[config.mk]
export PLATFORM = sky130hd
export DESIGN_NAME = irq_ctrl
export DESIGN_NICKNAME = d
export VERILOG_FILES = /design/src/rtl/irq_ctrl.sv
export SDC_FILE = /design/constraint.sdc
export NUM_CORES = 1
export LEC_CHECK = 0
export BUFFER_PORTS_ARGS = -buffer_cell sky130_fd_sc_hd__buf_4
export CORE_ASPECT_RATIO = 1.5
export CORE_MARGIN = 1
export CORE_UTILIZATION = 49
export CTS_CLUSTER_SIZE = 16
export DETAILED_ROUTE_END_ITERATION = 12
export HOLD_SLACK_MARGIN = 0.12
export PLACE_DENSITY_LB_ADDON = 0.12
export SLEW_MARGIN = 20
export SYNTH_ARGS = -nofsm -noshare
export SYNTH_HDL_FRONTEND = slang
export SYNTH_SLANG_ARGS = --single-unit
[constraint.sdc]
create_clock -name clk -period 6.8 [get_ports clk]
set_input_delay 2.04 -clock clk [delete_from_list [all_inputs] [get_ports clk]]
set_output_delay 2.04 -clock clk [all_outputs]
set_load 0.02 [all_outputs]
[src/rtl/irq_ctrl.sv]
// irq_ctrl: memory-mapped interrupt controller feeding the core's INT inputs
//
// Synchronises NUM_SRC asynchronous lines, applies per-source polarity,
// edge/level mode and masking, and exposes the registers on the data bus.
// Optional build macro IRQ_CTRL_COUNT_EN adds per-source 8-bit saturating
// counters of PEND 0->1 transitions at offsets 0x20+4*i.
//
// Ports:
//   clk     - system clock, rising edge
//   rst     - synchronous active-low reset
//   irq_in  - asynchronous interrupt lines
//   we      - bus write strobe
//   addr    - bus byte address
//   wd      - bus write data
//   rd      - bus read data (combinational, 0 when hit=0)
//   hit     - address falls inside the 64-byte register window
//   int_out - PEND & MASK towards the core
module irq_ctrl #(
    parameter int          NUM_SRC   = 4,
    parameter logic [31:0] BASE_ADDR = 32'h0000_0800
) (
    input  logic               clk,
    input  logic               rst,
    input  logic [NUM_SRC-1:0] irq_in,
    input  logic               we,
    input  logic [31:0]        addr,
    input  logic [31:0]        wd,
    output logic [31:0]        rd,
    output logic               hit,
    output logic [NUM_SRC-1:0] int_out
);
    localparam int PAD = 32 - NUM_SRC;

    logic [NUM_SRC-1:0] r_ff1, r_ff2, r_prev, r_pend, r_mask, r_mode, r_pol;
    logic [NUM_SRC-1:0] w_s, w_set, w_clr, w_force, w_wdat, w_act;
    logic [3:0]         w_off;
    logic               w_wr;
    logic [2:0]         w_idx;
    logic [7:0]         w_cnt_rd;
    logic               w_unused;

    assign hit     = addr[31:6] == BASE_ADDR[31:6];
    assign w_off   = addr[5:2];
    assign w_wr    = hit & we;
    assign w_wdat  = wd[NUM_SRC-1:0];
    assign w_s     = r_ff2 ^ r_pol;
    assign w_force = (w_wr && w_off == 4'h6) ? w_wdat : '0;
    assign w_clr   = (w_wr && w_off == 4'h1) ? w_wdat : '0;
    // level sources set whenever active; edge sources only when prev was idle
    assign w_set   = (w_s & ~(r_mode & r_prev)) | w_force;
    assign w_act   = r_pend & r_mask;
    assign int_out = w_act;
    assign w_unused = &{1'b0, addr[1:0], wd[31:NUM_SRC]};

    // scanning downwards leaves the lowest active index in w_idx
    always_comb begin
        w_idx = '0;
        for (int i = NUM_SRC - 1; i >= 0; i--)
            if (w_act[i]) w_idx = 3'(i);
    end

    always_ff @(posedge clk) begin
        if (!rst) begin
            r_ff1  <= '0;
            r_ff2  <= '0;
            r_prev <= '0;
            r_pend <= '0;
            r_mask <= '0;
            r_mode <= '0;
            r_pol  <= '0;
        end else begin
            r_ff1  <= irq_in;
            r_ff2  <= r_ff1;
            // a polarity change re-seeds prev so it cannot look like an edge
            r_prev <= (w_wr && w_off == 4'h4) ? (r_ff2 ^ w_wdat) : w_s;
            r_pend <= (r_pend & ~w_clr) | w_set;
            if (w_wr && w_off == 4'h2) r_mask <= w_wdat;
            if (w_wr && w_off == 4'h3) r_mode <= w_wdat;
            if (w_wr && w_off == 4'h4) r_pol  <= w_wdat;
        end
    end

`ifdef IRQ_CTRL_COUNT_EN
    logic [7:0] r_cnt [NUM_SRC];

    // clear beats increment; increment only on a PEND 0->1 transition
    always_ff @(posedge clk) begin
        for (int i = 0; i < NUM_SRC; i++) begin
            if (!rst || (w_wr && w_off == 4'(8 + i)))
                r_cnt[i] <= '0;
            else if (w_set[i] && !r_pend[i] && r_cnt[i] != 8'hFF)
                r_cnt[i] <= r_cnt[i] + 8'd1;
        end
    end

    always_comb begin
        w_cnt_rd = '0;
        for (int i = 0; i < NUM_SRC; i++)
            if (w_off == 4'(8 + i)) w_cnt_rd = r_cnt[i];
    end
`else
    assign w_cnt_rd = '0;
`endif

    always_comb begin
        rd = '0;
        if (hit) begin
            case (w_off)
                4'h0:    rd = {{PAD{1'b0}}, w_s};
                4'h1:    rd = {{PAD{1'b0}}, r_pend};
                4'h2:    rd = {{PAD{1'b0}}, r_mask};
                4'h3:    rd = {{PAD{1'b0}}, r_mode};
                4'h4:    rd = {{PAD{1'b0}}, r_pol};
                4'h5:    rd = {|w_act, 28'd0, w_idx};
                default: rd = {24'd0, w_cnt_rd};
            endcase
        end
    end
endmodule

==> impl_results.md <==
* Status: completed
* CP max FO at 22
* CP startpoint kind: input port
* Async SR Flop Fraction at 0
* Vias per cell at 5.82
* Switching share of power at 0.250
* CTS Hold Bufs at 0
* CP arrival at 3.47 ns
* Die extent in x at 54.8 um
* Via count at 1896
* CTS Buf Count at 3
* Flop2flop setup slack at approximately 5.7 ns
* Int Pwr at approximately 270 uW
* Post-route ant nets at 0
* Number of I/O port buffers at 50
* DP Wirelength at 3680 um
* Initial antenna violation count at 0
* Die area at 0.00445 mm2
* Layout cells sized above 1 at 0.231
* Clock root buffer: clkbuf_8
* Total gr overflow at 0
* Clock tree buffer depth at 2
* Post-cts gate resize count at 0
* Placed Area at 0.00228 mm2
* DR WL/cell at 15.5 um
* Sink Count at 28
* DRC violations left at 0
* Initial Utilization at 0.518
* Clk pwr share at 0.363
* DP Cell Count at 322
* Placement row count at 28
* TNS Setup at 0 ns
* Fin area at about 0.0023 mm2
* Slew HR at 0.330
* Final hold violations at 0
* HP Class: flop to flop
* Period Utilization, post-route at 0.810
* Sequential share of power at 0.471
* Ys Warns at 0
* Final antenna diode count at 0
* GPL Wtd Cong at 0.794
* Drt total wl at just over 5000 um
* RSZ-0062 raised after global routing: no
* Max_cap viols at 0
* Yosys cell types at 45
* Post-Synthesis Cells at 245
* H-tree Lvls at 1
* Die height at 81.2 um
* Largest net degree at the start of global routing at 30
* FMAX at 182 MHz
* CORE AREA at roughly 0.0040 mm2
* Main synth FF type: dfxtp_1
* Clock latency on the worst-skew pair at ~0.27 ns
* Number of enable flip-flop cells after synthesis at 0
* Worst slew pin tran at approximately 1 ns
* TritonRoute pass-1 iters at 4
* # setup viols final at 0
* Worst hold slack at 0.444 ns
* I/O pins at roughly 110
* Avg Synthesized Cell Area at 8.37 um2
* Filler cell count at ~380
* NetSw at 90.4 uW
* Critical Path RT at 4.76 ns
* Sequential-to-total area share from yosys stat at 0.274
* Layout area overhead at 14.5%
* Overall Global Routing Usage at 0.235
* Setup repair bufs after CTS at 0
* Final max-slew violation count at 0
* Synth Register Bits at 28
* CTS tree: yes
* Non-filler cells, final at 326
* Worst-path clk slew at 0.10 ns
* Leak at ~0.93 nW
* Post-Syn Area at about 0.0020 mm2
* First-pass GRT wire length at 7760 um
* Minimum clock period at 5.51 ns
* Setup Skew at 0.00125 ns
* Commonest non-fill, non-tap cells in the layout: buf_4 (51), dfxtp_1 (28), conb_1 (27)
* CP endpoint kind: primary output
* Crit path kind: input port to primary output
* Vias in the first global route at ~1700
* Total power per unit cell area at between 150 and 200 mW/mm2
* Leading cell type in the layout, fill and taps excluded: buf_4
* Worst ir drop on vdd at 0.122 mV
* Iter 0 DRT Violations at 59
* Gate power share at 0.166
* Fin nets at 353
-- registers in the layout, summed over array words and instances (netlist names) --
name / flops
r_ff2: 4
r_pol: 4
r_prev: 4
r_ff1: 4
r_mask: 4
r_mode: 4
r_pend: 4
-- final timing paths --
kind,cells after the start,startpoint,to
max,7,addr[7],rd[2]
min,1,r_ff1[2],r_ff2[2]
max reg2reg,3,r_ff2[0],r_prev[0]
min reg2reg,1,r_ff1[2],r_ff2[2]
-- area by class of cell --
class	count	area, um2	share of cell area
Clock inverter	1	30.0	0.0128
Timing Repair Buffer	51	383	0.163
Inverter	8	30.0	0.0128
Multi-Input combinational cell	190	1250	0.531
Tap cell	45	56.3	0.0240
Clock buffer	3	41.3	0.0176
Sequential cell	28	561	0.239
-- power by group through the flow --
stage	clock [mW]	sequential, mW	combinational, mW
5_1_grt	0.140	0.171	0.0653
2_1_floorplan	0	0.174	0.0461
3_3_place_gp	0	0.174	0.0592
4_1_cts	0.135	0.171	0.0599
3_5_place_dp	0	0.174	0.0598
6_report	0.131	0.171	0.0602
-- stage by stage --
stage	util	worst slack [ns]	total power [mW]
2_1_floorplan	-	1.42	0.220
3_3_place_gp	0.575	1.31	0.234
3_5_place_dp	0.575	1.29	0.234
4_1_cts	0.593	1.29	0.365
5_1_grt	0.593	1.19	0.376
6_report	0.593	1.29	0.362
-- critical path, stage by stage --
cell and delay, ns:
buf_4 0.11, nor4_2 0.31, and4_4 0.45, nand2_1 0.12
inv_1 0.12, o311a_1 0.17, buf_4 0.14
-- Yosys cell counts, types with 5 or more instances --
cell / number / share of area
nand4_1: 13 / 0.040
nor4_1: 9 / 0.027
o31ai_1: 12 / 0.044
a21oi_1: 16 / 0.039
nor3_1: 6 / 0.015
inv_1: 8 / 0.015
clkbuf_1: 7 / 0.013
buf_4: 30 / 0.11
nand3_1: 8 / 0.020
and2_1: 13 / 0.040
nand3b_1: 18 / 0.066
nand2_1: 8 / 0.015
dfxtp_1: 28 / 0.27
buf_2: 5 / 0.012
-- cell families after synthesis --
group / share of synthesized area
simple gates: 0.336
buf+inv: 0.166
compound gates: 0.179
flops: 0.274
xor+xnor: 0.0171
mux: 0.0269
other cells: 0.00183
-- layer usage --
layer  up-vias  routed length (um)  GRT usage
li1        932                   -          -
met1       880                2020      0.279
met2        78                2720      0.422
met3         6                 245     0.0206
met4         0                  56     0.0744
met5         -                   0          0
Note: power is estimated with default switching activity, not from simulation.
